## src/rtl/act_arb_pkg.sv

```systemverilog
// Shared types and helpers for the activation-unit arbiter.
package act_arb_pkg;

    localparam int unsigned NReqDefault     = 4;
    localparam int unsigned DataBitsDefault = 16;
    localparam int unsigned CntBitsDefault  = 16;

    // Index type is sized for the largest supported requester count (8) so that one
    // helper serves every legal N_REQ.
    localparam int unsigned MaxReq     = 8;
    localparam int unsigned MaxIdxBits = 3;

    typedef logic [DataBitsDefault-1:0] act_data_t;
    typedef logic [MaxIdxBits-1:0]      req_idx_t;

    // One-hot decode of a requester index; callers truncate to their own N_REQ.
    function automatic logic [MaxReq-1:0] onehot(req_idx_t idx);
        logic [MaxReq-1:0] vec;
        vec      = '0;
        vec[idx] = 1'b1;
        return vec;
    endfunction

endpackage

```

## src/rtl/act_unit_arbiter_rr.sv

```systemverilog
// Round-robin arbiter: first requester at or after the pointer wins, wrapping at N_REQ.
module rr_arbiter #(
    parameter int unsigned  N_REQ = 4,
    localparam int unsigned IdxW  = $clog2(N_REQ)
) (
    input  logic [N_REQ-1:0] req_i,
    input  logic [IdxW-1:0]  ptr_i,
    input  logic             en_i,
    output logic [N_REQ-1:0] gnt_o,
    output logic [IdxW-1:0]  idx_o
);

    logic            found;
    logic [IdxW:0]   sum;
    logic [IdxW-1:0] lane;

    // Rotating priority search; the extra sum bit lets non-power-of-two counts wrap exactly.
    always_comb begin
        gnt_o = '0;
        idx_o = '0;
        found = 1'b0;
        sum   = '0;
        lane  = '0;
        for (int unsigned k = 0; k < N_REQ; k++) begin
            sum = {1'b0, ptr_i} + (IdxW+1)'(k);
            if (sum >= (IdxW+1)'(N_REQ)) begin
                sum = sum - (IdxW+1)'(N_REQ);
            end
            lane = sum[IdxW-1:0];
            if (en_i && !found && req_i[lane]) begin
                found       = 1'b1;
                gnt_o[lane] = 1'b1;
                idx_o       = lane;
            end
        end
    end

endmodule

```

## src/rtl/act_unit_arbiter.sv

```systemverilog
// Shares one combinational activation unit between N_REQ requesters through a two-stage
// pipe: S1 holds the operand driving the unit, S2 holds the result awaiting its owner.
module act_unit_arbiter
    import act_arb_pkg::*;
#(
    parameter int unsigned N_REQ     = NReqDefault,
    parameter int unsigned DATA_BITS = DataBitsDefault,
    parameter int unsigned CNT_BITS  = CntBitsDefault
) (
    input  logic                       clk,
    input  logic                       rst_n,
    input  logic [N_REQ-1:0]           req_valid_i,
    input  logic [N_REQ*DATA_BITS-1:0] req_data_i,
    output logic [N_REQ-1:0]           req_ready_o,
    output logic [DATA_BITS-1:0]       unit_x_o,
    input  logic [DATA_BITS-1:0]       unit_y_i,
    output logic [N_REQ-1:0]           rsp_valid_o,
    output logic [DATA_BITS-1:0]       rsp_data_o,
    input  logic [N_REQ-1:0]           rsp_ready_i,
    output logic [CNT_BITS-1:0]        acc_count_o
);

    localparam int unsigned IdxW = $clog2(N_REQ);

    logic [IdxW-1:0]      ptr_q, ptr_d;
    logic                 s1_valid_q, s1_valid_d;
    logic [IdxW-1:0]      s1_owner_q, s1_owner_d;
    logic [DATA_BITS-1:0] unit_x_q, unit_x_d;
    logic [N_REQ-1:0]     rsp_valid_q, rsp_valid_d;
    logic [DATA_BITS-1:0] rsp_data_q, rsp_data_d;
    logic [CNT_BITS-1:0]  acc_q, acc_d;

    logic                 s2_busy, s2_done, s2_free;
    logic                 s1_adv, s1_load_en, accept;
    logic [N_REQ-1:0]     gnt;
    logic [IdxW-1:0]      gnt_idx;
    logic [DATA_BITS-1:0] operand;

    // Pipe occupancy: S2 frees when empty or its owner takes the result this cycle.
    always_comb begin
        s2_busy    = |rsp_valid_q;
        s2_done    = |(rsp_valid_q & rsp_ready_i);
        s2_free    = !s2_busy || s2_done;
        s1_adv     = s1_valid_q && s2_free;
        s1_load_en = !s1_valid_q || s2_free;
    end

    rr_arbiter #(
        .N_REQ (N_REQ)
    ) u_rr_arbiter (
        .req_i (req_valid_i),
        .ptr_i (ptr_q),
        .en_i  (s1_load_en),
        .gnt_o (gnt),
        .idx_o (gnt_idx)
    );

    // Operand mux driven by the one-hot grant.
    always_comb begin
        operand = '0;
        for (int unsigned i = 0; i < N_REQ; i++) begin
            if (gnt[i]) begin
                operand = req_data_i[i*DATA_BITS +: DATA_BITS];
            end
        end
    end

    // Next state for both stages, pointer and counter.
    always_comb begin
        accept      = |gnt;
        ptr_d       = ptr_q;
        s1_valid_d  = s1_valid_q;
        s1_owner_d  = s1_owner_q;
        unit_x_d    = unit_x_q;
        rsp_valid_d = rsp_valid_q;
        rsp_data_d  = rsp_data_q;
        acc_d       = acc_q;

        if (accept) begin
            // unit_x only changes on an accept so an idle unit sees no input toggles.
            unit_x_d   = operand;
            s1_owner_d = gnt_idx;
            s1_valid_d = 1'b1;
            ptr_d      = (gnt_idx == IdxW'(N_REQ - 1)) ? '0 : gnt_idx + IdxW'(1);
            acc_d      = acc_q + CNT_BITS'(1);
        end else if (s1_adv) begin
            s1_valid_d = 1'b0;
        end

        if (s1_adv) begin
            rsp_data_d  = unit_y_i;
            rsp_valid_d = N_REQ'(onehot(req_idx_t'(s1_owner_q)));
        end else if (s2_done) begin
            // rsp_data keeps its last value; only the valid drops.
            rsp_valid_d = '0;
        end
    end

    // State registers with asynchronous active-low reset.
    always_ff @(posedge clk or negedge rst_n) begin
        if (!rst_n) begin
            ptr_q       <= '0;
            s1_valid_q  <= 1'b0;
            s1_owner_q  <= '0;
            unit_x_q    <= '0;
            rsp_valid_q <= '0;
            rsp_data_q  <= '0;
            acc_q       <= '0;
        end else begin
            ptr_q       <= ptr_d;
            s1_valid_q  <= s1_valid_d;
            s1_owner_q  <= s1_owner_d;
            unit_x_q    <= unit_x_d;
            rsp_valid_q <= rsp_valid_d;
            rsp_data_q  <= rsp_data_d;
            acc_q       <= acc_d;
        end
    end

    assign req_ready_o = gnt;
    assign unit_x_o    = unit_x_q;
    assign rsp_valid_o = rsp_valid_q;
    assign rsp_data_o  = rsp_data_q;
    assign acc_count_o = acc_q;

endmodule
```

## config.mk

```make
export PLATFORM = sky130hd
export DESIGN_NAME = act_unit_arbiter
export DESIGN_NICKNAME = d
export VERILOG_FILES = /design/src/rtl/act_arb_pkg.sv /design/src/rtl/act_unit_arbiter_rr.sv /design/src/rtl/act_unit_arbiter.sv
export SDC_FILE = /design/constraint.sdc
export NUM_CORES = 1
export LEC_CHECK = 0
export ABC_AREA = 1
export CORE_MARGIN = 4
export CORE_UTILIZATION = 40
export CTS_CLUSTER_DIAMETER = 150
export DETAILED_ROUTE_END_ITERATION = 6
export PLACE_DENSITY_LB_ADDON = 0.05
export SETUP_SLACK_MARGIN = 0.1
export SLEW_MARGIN = 20
export SYNTH_ARGS = -nofsm -noshare
export SYNTH_HDL_FRONTEND = slang
export SYNTH_HIERARCHICAL = 1
export SYNTH_SLANG_ARGS = --single-unit
```

## constraint.sdc

```tcl
create_clock -name clk -period 3.25 [get_ports clk]
set_clock_uncertainty 0.1 [all_clocks]
set_input_delay 0.8125 -clock clk [delete_from_list [all_inputs] [get_ports clk]]
set_output_delay 0.8125 -clock clk [all_outputs]
set_load 0.02 [all_outputs]
```

# Yosys cells after proc, flatten, opt, wreduce, memory -nomap -nowiden
# Index checks and enable logic that the tools add are counted.
# op_classes
n_reduce_logical	25
order_cmp	14
n_bitwise	4
mux	42
n_eq_ne	1
n_addsub	9
# ops
operator	count
$mux 16	4
$mux 4	6
$mux 2	9
$add 16x1->16 const B	1
$mux 1	14
$logic_and 1x1->1	13
$lt 2x3->1 const B	4
$or 4x4->4	3
$reduce_or 4->1	3
$demux 1 s2	5
$ge 2x1->1 const B	5
$ge 3x3->1 const B	3
$bmux 1 s2	4
$sub 2x1->2 const B	4
$add 2x2->3 const B	2
$logic_not 1->1	5
$and 4x4->4	1
$lt 2x4->1 const B	1
$reduce_bool 2->1	2
$add 2x1->3 const B	1
$ge 2x3->1 const B	1
$add 2x1->2 const B	1
$eq 2x2->1 const B	1
$logic_or 1x1->1	2
# totals
elab_cells	102
inputBits	90
out_inout_bits	56
regBits	57

# Longest topological paths before layout
# Gate-level depths: netlist of run 1.
# depth
depth_word	22
depth_mapped	18
depth_no_buf	17

# Modules after synthesis
# The synthesis of run 1 kept the hierarchy.
# by_module_without_submodules
mod	seq_area_each_um2	instances	area_each_um2	cells_per_inst
act_unit_arbiter	1426.4	1	2947.8	370
rr_arbiter	0.0	1	505.5	82

# Worst setup path before layout of run 1
# OpenSTA, ideal clock, no wires.
# synth_path
path_kind	register -> register
from	register ptr_q[0]
to	register acc_q[15] (netlist: acc_count_o[15])
arrival_time_ns	2.616
slack_ns	0.416
setup_time_ns	0.117
period_less_slack_ns	2.834
stages_incl_launch_ff	19
required_ns	3.033
path_buffers	2
cell_sequence	dfrtp_1 > inv_2 > ha_1 > inv_1 > nand3_2 > nand2_1 > inv_2 > nor2_4 > buf_6 > nand3_1 > nand3_1 > buf_4 > nor2_2 > nand2_4 > nand2_1 > nor2_2 > nand3_1 > nand2_1 > nand2_1
# synth_via
elab_chain_len	19
word_cells_on_any_way	64
classes_between	add/sub: 7; order compare: 12; mux: 27; bitwise: 3; reduce/logical: 15
# synth_lines
element	line_no	rtl
start, declared	act_unit_arbiter.sv:25	logic [IdxW-1:0] ptr_q, ptr_d;
start signal, assigned	act_unit_arbiter.sv:110	ptr_q <= ptr_d;
branches (longest 17 deep; another with $add 2x1->3)	n/a	
$mux 4 (*)	act_unit_arbiter_rr.sv:30	if (en_i && !found && req_i[lane]) begin
via req_ready_o[3]	act_unit_arbiter.sv:14	output logic [N_REQ-1:0] req_ready_o,
$reduce_or 4->1 (*)	act_unit_arbiter.sv:70	accept = |gnt;
end signal, assigned	act_unit_arbiter.sv:108	acc_q <= '0;
end signal, assigned	act_unit_arbiter.sv:116	acc_q <= acc_d;
end, declared	act_unit_arbiter.sv:31	logic [CNT_BITS-1:0] acc_q, acc_d;
# Mark *: on every way through the listed nets, which the timed path passes. The select of a mux whose other input is x is not followed.
# A chain may end at the register's enable or synchronous reset.

# Worst setup path in the final report of run 1
# layout_path
from	input port req_valid_i[0]
to	output port req_ready_o[0]
# layout_via
elab_chain_len	16
word_cells_on_any_way	28
classes_between	mux: 15; bitwise: 3; reduce/logical: 10
# layout_lines
element	line_no	rtl
start, declared	act_unit_arbiter.sv:12	input logic [N_REQ-1:0] req_valid_i,
$bmux 1 s2	act_unit_arbiter_rr.sv:30	
$mux 1 (implied by the code)	act_unit_arbiter_rr.sv:30	
$logic_and 1x1->1	act_unit_arbiter_rr.sv:30	
$mux 1	act_unit_arbiter_rr.sv:30	
$logic_not 1->1	act_unit_arbiter_rr.sv:30	
$logic_and 1x1->1 (2 in a row)	act_unit_arbiter_rr.sv:30	
$mux 1	act_unit_arbiter_rr.sv:30	
$logic_not 1->1	act_unit_arbiter_rr.sv:30	
$logic_and 1x1->1 (2 in a row)	act_unit_arbiter_rr.sv:30	
$mux 1	act_unit_arbiter_rr.sv:30	
$logic_not 1->1	act_unit_arbiter_rr.sv:30	
$logic_and 1x1->1 (2 in a row)	act_unit_arbiter_rr.sv:30	
$mux 4 (*)	act_unit_arbiter_rr.sv:30	
end, declared	act_unit_arbiter.sv:14	
# Every way passes the cells marked *; elsewhere a longest branch is shown, timed or not. The select of a mux whose other input is x is not followed.

==> results.sh, run 1 <==
export IMPL_status="complete, no violations"
export IMPL_max_freq_mhz=327
export IMPL_crit_slowest_cell="clkdlybuf4s50_1"
export IMPL_wl_per_cell_um=13.7
export IMPL_synth_avg_cell_area_um2=7.64
export IMPL_dpl_cell_count=705
export IMPL_viasPerCell=4.89
export IMPL_maxSlewHeadroom_pct=68.7
export IMPL_setup_viol_count_final=0
export IMPL_overflow=0
export IMPL_cpPeakStageDelay_ns=0.49
export IMPL_hold_path_class="primary input to async pin"
export IMPL_cts_made_buffers=9
export IMPL_hpwl_um=7640
export IMPL_nFillCells=724
export IMPL_finalWirelength_um=9910
export IMPL_ir_worst_vdd_mv=1.08
export IMPL_clk_latency_ns=0.33
export IMPL_maxCapViolations=0
export IMPL_worstPathArrival_ns=2.15
export IMPL_fin_crit_sh_pct=94.1
export IMPL_crit_fanout=5
export IMPL_required_ns=2.34
export IMPL_worst_path_buf_inv=2
export IMPL_yosys_warnings=6
export IMPL_grtUsageTotal_pct=19.5
export IMPL_numClockSinks=57
export IMPL_die_area_mm2=0.0102
export IMPL_p_leak_nw=2.59
export IMPL_drive_gt1_share_pct=13.8
export IMPL_clk_pin_slew_worst_paths_ns=0.07
export IMPL_drt_first_pass_iters=4
export IMPL_antenna_found_initial=0
export IMPL_power_total_mw=6.76
export IMPL_io_buffer_count=145
export IMPL_period_needed_ns=3.06
export IMPL_yosysUniqueCellTypes=31
export IMPL_final_common_cell="nand2_1"
export IMPL_start_kind="primary input"
export IMPL_final_cells=726
export IMPL_rows=33
export IMPL_use_met3_pct=6.37
export IMPL_syn_nets=552
export IMPL_drt_iter0_markers=151
export IMPL_internal_power_mw=3.52
export IMPL_initial_core_util_pct=41.6
export IMPL_die_h_um=101
export IMPL_use_met1_pct=25.8
export IMPL_gp_congestion=0.921
export IMPL_grt_pass1_wl_um=16000
export IMPL_cts_root_buf="clkbuf_8"
export IMPL_vias=3550
export IMPL_criticalPathCategory="primary input to output port"
export IMPL_powerDensity_mw_per_mm2=1250
export IMPL_ioPinCount=146
export IMPL_core_area_mm2=0.00830
export IMPL_cts_tree="built"
export IMPL_nets=716
export IMPL_cp_end_kind="output port"
export IMPL_synth_seq_cells=57
export IMPL_ant_nets=0
export IMPL_cts_htree_levels=3
export IMPL_synth_seq_area_share_pct=41.3
export IMPL_drc_errors=0
export IMPL_dieWidth_um=101
export IMPL_hold_worst_slack_ns=0.324
export IMPL_p_clk_share_pct=12.0
export IMPL_rsz0062_at_grt="yes"
export IMPL_critical_path_top_delay_family="simple AND/OR/NAND/NOR gates"
export IMPL_final_cell_mix="nand2_1, clkdlybuf4s50_1, nand3_1"
export IMPL_syn_area_mm2=0.00345
export IMPL_hold_violations=0
export IMPL_crit_chain="clkdlybuf4s50_1, nand2_1, nand3_1, nand2_1, nor2_8, nand3_1, nand3_2, buf_6"
export IMPL_tightest_slew_ns=0.470
export IMPL_comb_power_share_pct=69.3
export IMPL_slew_viol_final=0
export IMPL_switchingPower_mw=3.24
export IMPL_swShare_pct=47.9
export IMPL_grtUsageMet2_pct=30.7
export IMPL_grt_pass1_vias=3465
export IMPL_synth_cells=452
export IMPL_top_usage_layer="met2"
export IMPL_holdBufCountCts=0
export IMPL_seq_power_share_pct=18.7
export IMPL_clk_path_buf_depth=2
export IMPL_areaGrowthSynthToFinish_pct=56.0
export IMPL_grt_max_degree=38
export IMPL_diodes=0
## synth_stat cells
cell type | number | area [µm²]
a21oi_1 | 16 | 80.1
and2_1 | 1 | 6.26
buf_1 | 2 | 7.51
buf_2 | 6 | 30.0
buf_4 | 6 | 45.0
buf_6 | 5 | 56.3
clkbuf_1 | 1 | 3.75
dfrtp_1 | 57 | 1430
ha_1 | 10 | 125
inv_1 | 28 | 105
inv_2 | 4 | 15.0
inv_4 | 1 | 6.26
nand2_1 | 170 | 638
nand2_2 | 5 | 31.3
nand2_4 | 3 | 33.8
nand3_1 | 66 | 330
nand3_2 | 4 | 40.0
nand3b_1 | 3 | 22.5
nand4_1 | 13 | 81.3
nand4_2 | 1 | 12.5
nor2_1 | 11 | 41.3
nor2_2 | 4 | 25.0
nor2_4 | 5 | 56.3
nor2_8 | 1 | 20.0
nor3_1 | 2 | 10.0
o211ai_1 | 16 | 120
o21ai_0 | 2 | 10.0
o21ai_1 | 1 | 5.00
o31ai_1 | 1 | 7.51
xnor2_1 | 3 | 26.3
xor2_1 | 4 | 35.0
## power groups by stage
stage	clock, mW	sequential (mW)	combinational, mW
finish	0.809	1.26	4.68
global route	0.853	1.31	5.24
CTS	0.826	1.27	4.63
detailed placement	0	1.27	4.59
global placement	0	1.26	4.49
floorplan	0	1.58	2.78
## area by class of cell
cell class	instances	area [µm²]	share of cell area, %
timing repair buffer	172	1660	30.7
multi-input combinational	343	1800	33.5
tap	105	131	2.44
clock inverter	5	103	1.90
inverter	33	126	2.35
sequential	57	1430	26.5
clock buffer	11	141	2.62
## state kept, by name, indices dropped and copies added, names as in the netlist
| signal | cells |
|---|---|
| unit_x_o | 16 |
| s1_owner_q | 2 |
| rsp_valid_o | 4 |
| ptr_q | 2 |
| acc_count_o | 16 |
| s1_valid_q | 1 |
| rsp_data_o | 16 |
## worst paths after layout
kind                                     start             end  slack [ns]  depth (start not counted)
worst max-delay path            req_valid_i[0]  req_ready_o[0]        0.19                          8
worst min-delay path                     rst_n  rsp_data_o[15]        0.32                          1
worst max register to register        ptr_q[0]     unit_x_o[9]        0.65                         17
worst min register to register  rsp_data_o[10]  rsp_data_o[10]        0.37                          2
max in group asynchronous                rst_n   rsp_data_o[6]        1.88                          2
min in group clk                rsp_data_o[10]  rsp_data_o[10]        0.37                          2
## what timing repair did
action | CTS | global route
buffers inserted | 0 | 4
gates cloned | 1 | 0
endpoints found under the setup margin | 4 | 4
pin swaps | 2 | 6
resized for setup | 25 | 15
## through the flow
step,setup TNS (ns),setup slack (ns),cell area [µm²],util [%]
3_3_place_gp,-3.11,-0.524,5060,61.0
5_1_grt,0,0.0903,5390,64.9
2_1_floorplan,0,0.416,3450,-
3_5_place_dp,-6.28,-0.604,5060,61.0
4_1_cts,0,0.0994,5320,64.1
6_report,0,0.192,5390,64.9
## routing by layer
metal | up-vias | wire length [µm] | part of all wire (%)
li1 | 1805 | - | -
met1 | 1615 | 4310 | 43
met2 | 123 | 4550 | 46
met3 | 7 | 960 | 9.7
met4 | 0 | 95 | 0.96
met5 | - | 0 | 0
## worst register-to-register path: cells and delay by family, from the launching register on
family / cells / cell delay, ns
and+or+nand+nor: 9 / 1.13
AOI/OAI and AO/OA: 1 / 0.11
buffers and inverters: 6 / 0.50
adders and majority gates: 1 / 0.34
DFF: 1 / 0.36
## cell families after synthesis
kind of cell / share of synthesized area, %
adders and majority gates: 3.62
and+or+nand+nor: 39.1
buffers and inverters: 7.79
AOI/OAI and AO/OA: 6.45
DFF: 41.3
xor gates and xnor gates: 1.78
No activity file was read; power rests on OpenSTA's default activity.
==> run 2: changes to the inputs <==
--- a/config.mk
+++ b/config.mk
@@ -6,6 +6,7 @@
 export NUM_CORES = 1
 export LEC_CHECK = 0
 export ABC_AREA = 1
+export ABC_CLOCK_PERIOD_IN_PS = 3250
 export CORE_MARGIN = 4
 export CORE_UTILIZATION = 40
 export CTS_CLUSTER_DIAMETER = 150
==> results of run 2 <==
The final DEF is identical to that of run 1; final timing and power are the same.
==> run 3: changes to the inputs <==
--- a/config.mk
+++ b/config.mk
@@ -6,9 +6,9 @@
 export NUM_CORES = 1
 export LEC_CHECK = 0
 export ABC_AREA = 1
-export ABC_CLOCK_PERIOD_IN_PS = 3250
+export ABC_CLOCK_PERIOD_IN_PS = 3700
 export CORE_MARGIN = 4
-export CORE_UTILIZATION = 40
+export CORE_UTILIZATION = 47
 export CTS_CLUSTER_DIAMETER = 150
 export DETAILED_ROUTE_END_ITERATION = 6
 export PLACE_DENSITY_LB_ADDON = 0.05
==> constraint.sdc (replaced) <==
create_clock -name clk -period 3.7 [get_ports clk]
set_clock_uncertainty 0.1 [all_clocks]
set_input_delay 0.925 -clock clk [delete_from_list [all_inputs] [get_ports clk]]
set_output_delay 0.925 -clock clk [all_outputs]
set_load 0.02 [all_outputs]
==> results.sh, run 3 (same netlist as run 1, synthesis figures left out) <==
export IMPL_overflow=0
export IMPL_p_leak_nw=2.49
export IMPL_r2r_start="ptr_q[0]"
export IMPL_final_core_util_pct=74.9
export IMPL_core_area_mm2=0.00698
export IMPL_min_path_cells=2
export IMPL_tightest_slew_ns=0.839
export IMPL_ioPinCount=146
export IMPL_r2r_setup_slack_ns=0.92
export IMPL_clk_path_buf_depth=2
export IMPL_cts_tree="built"
export IMPL_die_area_mm2=0.00878
export IMPL_wl_per_cell_um=14.1
export IMPL_ant_nets=0
export IMPL_period_needed_ns=3.48
export IMPL_multi_input_area_mm2=0.00177
export IMPL_die_h_um=93.7
export IMPL_areaGrowthSynthToFinish_pct=51.5
export IMPL_hpwl_um=7670
export IMPL_worstPathArrival_ns=2.46
export IMPL_hold_path_class="flip-flop to flip-flop"
export IMPL_drc_errors=0
export IMPL_r2r_worst_path_cells=17
export IMPL_cts_root_buf="clkbuf_8"
export IMPL_clk_latency_ns=0.33
export IMPL_crit_end="req_ready_o[3]"
export IMPL_grt_pass1_wl_um=16200
export IMPL_drt_iter0_markers=162
export IMPL_min_delay_start="rsp_data_o[15]"
export IMPL_rows=30
export IMPL_diodes=0
export IMPL_viasPerCell=5.07
export IMPL_final_cell_mix="nand2_1, clkdlybuf4s50_1, nand3_1"
export IMPL_finalWirelength_um=10000
export IMPL_cp_end_kind="output port"
export IMPL_pre_cts_ws_ns=-0.333
export IMPL_nFillCells=536
export IMPL_max_freq_mhz=287
export IMPL_crit_slowest_cell="clkdlybuf4s50_1"
export IMPL_drive_gt1_share_pct=11.4
export IMPL_drt_first_pass_iters=4
export IMPL_dieWidth_um=93.7
export IMPL_grt_max_degree=40
export IMPL_final_common_cell="nand2_1"
export IMPL_startpoint="rsp_ready_i[3]"
export IMPL_status="complete, no violations"
export IMPL_numClockSinks=57
export IMPL_criticalPathCategory="primary input to output port"
export IMPL_hold_violations=0
export IMPL_post_route_worst_setup_slack_ns=0.216
export IMPL_fin_crit_sh_pct=94.2
export IMPL_maxCapViolations=0
export IMPL_gp_congestion=0.907
export IMPL_powerDensity_mw_per_mm2=1070
export IMPL_ir_worst_vdd_mv=0.643
export IMPL_seq_area_mm2=0.00143
export IMPL_cpPeakStageDelay_ns=0.46
export IMPL_cts_htree_levels=3
export IMPL_antenna_found_initial=0
export IMPL_start_kind="primary input"
export IMPL_maxSlewHeadroom_pct=44.1
export IMPL_rsz0062_at_grt="no"
export IMPL_initial_core_util_pct=49.5
export IMPL_tns_ns=0
export IMPL_grt_pass1_vias=3505
export IMPL_nets=709
export IMPL_crit_fanout=5
export IMPL_vias=3597
export IMPL_setup_viol_count_final=0
export IMPL_power_total_mw=5.62
export IMPL_holdBufCountCts=0
export IMPL_required_ns=2.67
export IMPL_io_buffer_count=145
export IMPL_cts_made_buffers=9
export IMPL_slew_viol_final=0
export IMPL_clk_pin_slew_worst_paths_ns=0.05
export IMPL_crit_chain="clkdlybuf4s50_1, nand2_1, nand2_1, nor2_4, nand3_2, buf_4, nand2_4, nor2_4, nand3_1, nand3_1, buf_2"
export IMPL_grtUsageTotal_pct=23.3
export IMPL_hold_worst_slack_ns=0.369
export IMPL_r2r_end="acc_count_o[10]"
## run 3: changes by cell type in the layout (fill, tap and decap cells not counted), moves of 3 or more
cell,delta
nand2_2,-3
clkdlybuf4s50_1,+5
buf_4,-10
buf_2,+4
dlymetal6s2s_1,-5
nand2_1,+3
## run 3: report_power, final
| group | total, mW | switching [mW] | internal, mW | leakage, nW |
|---|---|---|---|---|
| logic | 3.92 | 2.38 | 1.54 | 1.67 |
| registers | 1.11 | 0.178 | 0.930 | 0.709 |
| clock network | 0.591 | 0.225 | 0.365 | 0.107 |
## run 3: repair_timing
| action | in CTS | in global routing |
|---|---|---|
| hold endpoints to repair | 0 | 0 |
| setup endpoints to repair | 4 | 3 |
| pin swaps | 1 | 0 |
| buffers inserted | 2 | 0 |
| cloned | 1 | 0 |
| gates resized for setup | 15 | 4 |
## run 3: final cells by class
cell class,instances,share of cell area [%]
clock buffers,14,3.30
clock inverters,2,0.670
inverters,33,2.42
multi-input cells,343,33.9
flip-flops and latches,57,27.3
well taps,96,2.30
repair buffers,165,30.1
## run 3: how the worst min path moves through the flow
| stage | slack (ns) | to |
|---|---|---|
| final | 0.37 | rsp_data_o[15] |
| after global routing | 0.40 | rsp_data_o[11] |
| after CTS | 0.37 | rsp_data_o[15] |
| after detailed placement | 0.36 | rsp_data_o[10] |
| after global placement | 0.35 | rsp_data_o[11] |
| after floorplan | 0.42 | rsp_valid_o[1] |
## run 3: per-layer routing
layer	share of wire [%]	GRT usage, %	routed length [µm]	vias up
met5	0	0	0	-
met4	2.0	8.30	198	0
met3	8.4	6.49	838	15
met2	49	39.1	4860	144
met1	41	28.5	4110	1641
li1	-	-	-	1797
## run 3: worst max-delay path, delay by kind of cell
| family | cells | cell delay (ns) |
|---|---|---|
| buffers and inverters | 3 | 0.77 |
| AND/OR/NAND/NOR | 8 | 0.75 |
## run 3: stage by stage
step,instance area [µm²],cells
floorplan,3450,452
global placement,5010,691
detailed placement,5010,691
CTS,5250,710
global route,5230,710
finish,5230,710
==> RTL change (config.mk and constraints of run 1) <==
Put one more register stage on the output `acc_count_o`. The value now appears one clock later. The other outputs are not delayed to match.
--- a/src/rtl/act_unit_arbiter.sv
+++ b/src/rtl/act_unit_arbiter.sv
@@ -121,6 +121,8 @@
     assign unit_x_o    = unit_x_q;
     assign rsp_valid_o = rsp_valid_q;
     assign rsp_data_o  = rsp_data_q;
-    assign acc_count_o = acc_q;
+    always_ff @(posedge clk) begin
+        acc_count_o <= acc_q;
+    end
 
 endmodule
Formal check against the unedited RTL: not equivalent (a bounded check fails within 4 cycles, from zero or initial values and one cycle with rst_n low).
==> RTL change against run 1 <==
  * Wire length grew 7.1%
  * Register-to-register slack lost 0.22 ns
  * Sequential cell count grew 16
  * Final area grew 7.1%
  * Cell count grew 4.8%
  * Worst hold slack lost 0.021 ns
  * Core utilization shrank 2.2 points
  * Worst setup slack gained 0.039 ns
  * Synthesized area grew 8.8%
  * Global-route usage is essentially flat
  * Power grew 6.9%
  * Critical endpoint is now req_ready_o[2]
==> RTL change: results (changes against run 1) <==
| Step | Metric | Value | vs run 1 |
|:---|:---|:---|:---|
| detailed routing | Wire length the detailed router placed on met1 | 4630 um | +7.4% |
| critical path | Worst stage delay on the critical path | 0.24 ns | -0.25 ns |
| layout | Final net count | 745 | +4.1% |
| run status | Run status | finished clean |  |
| global routing | GR Layer Usage met3 | 5.99% | -0.38 points |
| synth | Fraction of synthesized cell area in xor and xnor cells | 1.40% | -0.38 points |
| critical path | Depth of the worst register-to-register path | 20 | +3 |
| critical path | Critical path destination | req_ready_o[2] |  |
| placement | Place WS | -0.530 ns | +0.0741 ns |
| placement | Half-perimeter wire length after detailed placement | 7870 um | +3.0% |
| worst hold path | Min-delay worst type | reg -> reg |  |
| critical path | Worst endpoint data arrival time | 2.11 ns | -0.04 ns |
| power and ir drop | Power in combinational cells | 0.00502 W | +7.3% |
| layout | Ratio of cells with drive above 1 in the final layout | 14.9% | +1.1 points |
| power and ir drop | Switching share of power | 47.5% | -0.47 points |
| global routing | Vias in the first global route | 3,579 | +3.3% |
| layout | Fill cells | 831 | +15% |
| clocking | Clock-pin transition on the worst setup and hold timing paths | 0.08 ns |  |
| critical path | Crit path max-delay family | buffers and inverters |  |
| synth | Sequential-to-total area share from yosys stat | 46.5% | +5.2 points |
| detailed routing | Number of violations reported at the end of detailed-routing iteration 0 | 112 | -26% |
| synth | Synthesized-area fraction occupied by adder cells | 3.33% | -0.29 points |
| global routing | Fraction of met1 tracks used by global routing | 24.7% | -1.1 points |
| power and ir drop | Clock network power | 0.000665 W | -18% |
| power and ir drop | Max rail drop VDD | 912 uV | -15% |
| timing | Worst-case setup margin in the final layout | 0.230 ns | +0.0387 ns |
| placement | Weighted congestion at the end of routability-driven global placement | 0.889 | -3.5% |
| timing | Relative slew slack | 51.4% | -17 points |
| detailed routing | Wire length per cell after detailed routing | 13.9 um | +2.1% |
| critical path | Cell with the largest stage delay on the worst path | sky130_fd_sc_hd__dlygate4sd2_1 |  |
| synth | Distinct cell type count after synthesis | 29 | -6.5% |
| detailed routing | Drt via density | 4.85 | -0.73% |
| global routing | Grt met2 use | 31.7% | +0.98 points |
| detailed routing | Met3 WL | 813 um | -15% |
| global routing | Global-route wire length before repair | 17,500 um | +9.1% |
| detailed routing | Routed length on met2 | 5010 um | +10% |
| critical path | Reg-to-reg setup timing slack | 0.43 ns | -0.22 ns |
| synth | Commonest cells post-synth | sky130_fd_sc_hd__nand2_1, sky130_fd_sc_hd__nand3_1, sky130_fd_sc_hd__dfrtp_1, sky130_fd_sc_hd__inv_1 |  |
| global routing | Largest net degree at the start of global routing | 58 | +53% |
| synth | Nets in the synthesized netlist | 573 | +3.8% |
| synth | Share of async-settable or async-resettable flops after synthesis | 78.1% | -22 points |
| critical path | Worst Setup SP | rsp_ready_i[0] |  |
## RTL change: changes by cell type after synthesis, sizes merged, moves of 2 or more
cell / before / now
nand4: 14 / 12
nor2: 21 / 23
dfxtp: 0 / 16
nand3: 70 / 72
o21ai: 3 / 7
## RTL change: metrics by stage
stage / std cells / TNS (ns) / util, % / total power [W]
after CTS: 759 / 0 / 62.1 / 0.00717
after global routing: 761 / 0 / 62.7 / 0.00787
after floorplan: 473 / 0 / - / 0.00458
after global placement: 738 / -2.17 / 59.1 / 0.00623
after detailed placement: 738 / -4.29 / 59.1 / 0.00633
final: 761 / 0 / 62.7 / 0.00722
## RTL change: what timing repair did
item,CTS,global route
resized for setup,41,16
pin swaps,8,4
endpoints found under the setup margin,4,13
setup buffers,5,2
## RTL change: kinds of logic (layout without fill, tap and decap cells)
kind of cell	Yosys count	count (layout)
xor gates and xnor gates	6	6
AOI/OAI and AO/OA	40	40
DFF	73	73
buffers and inverters	54	231
adders and majority gates	10	10
and+or+nand+nor	290	290
## RTL change: final cells by class
cell class | instances | area (um^2) | area share, %
Inverter | 34 | 128 | 2.21
Clock inverter | 5 | 37.5 | 0.651
Timing Repair Buffer | 181 | 1750 | 30.3
Clock buffer | 11 | 151 | 2.62
Sequential cell | 73 | 1750 | 30.3
Multi-Input combinational cell | 346 | 1820 | 31.5
Tap cell | 111 | 139 | 2.41
## RTL change: worst min-delay path by stage
stage / from / endpoint / cells past startpoint
2_1_floorplan: acc_q[15] / acc_count_o[15] / 0
3_3_place_gp: acc_q[15] / acc_count_o[15] / 0
3_5_place_dp: acc_q[15] / acc_count_o[15] / 0
4_1_cts: acc_q[15] / acc_count_o[15] / 0
5_1_grt: acc_q[2] / acc_count_o[2] / 0
6_report: acc_q[15] / acc_count_o[15] / 0
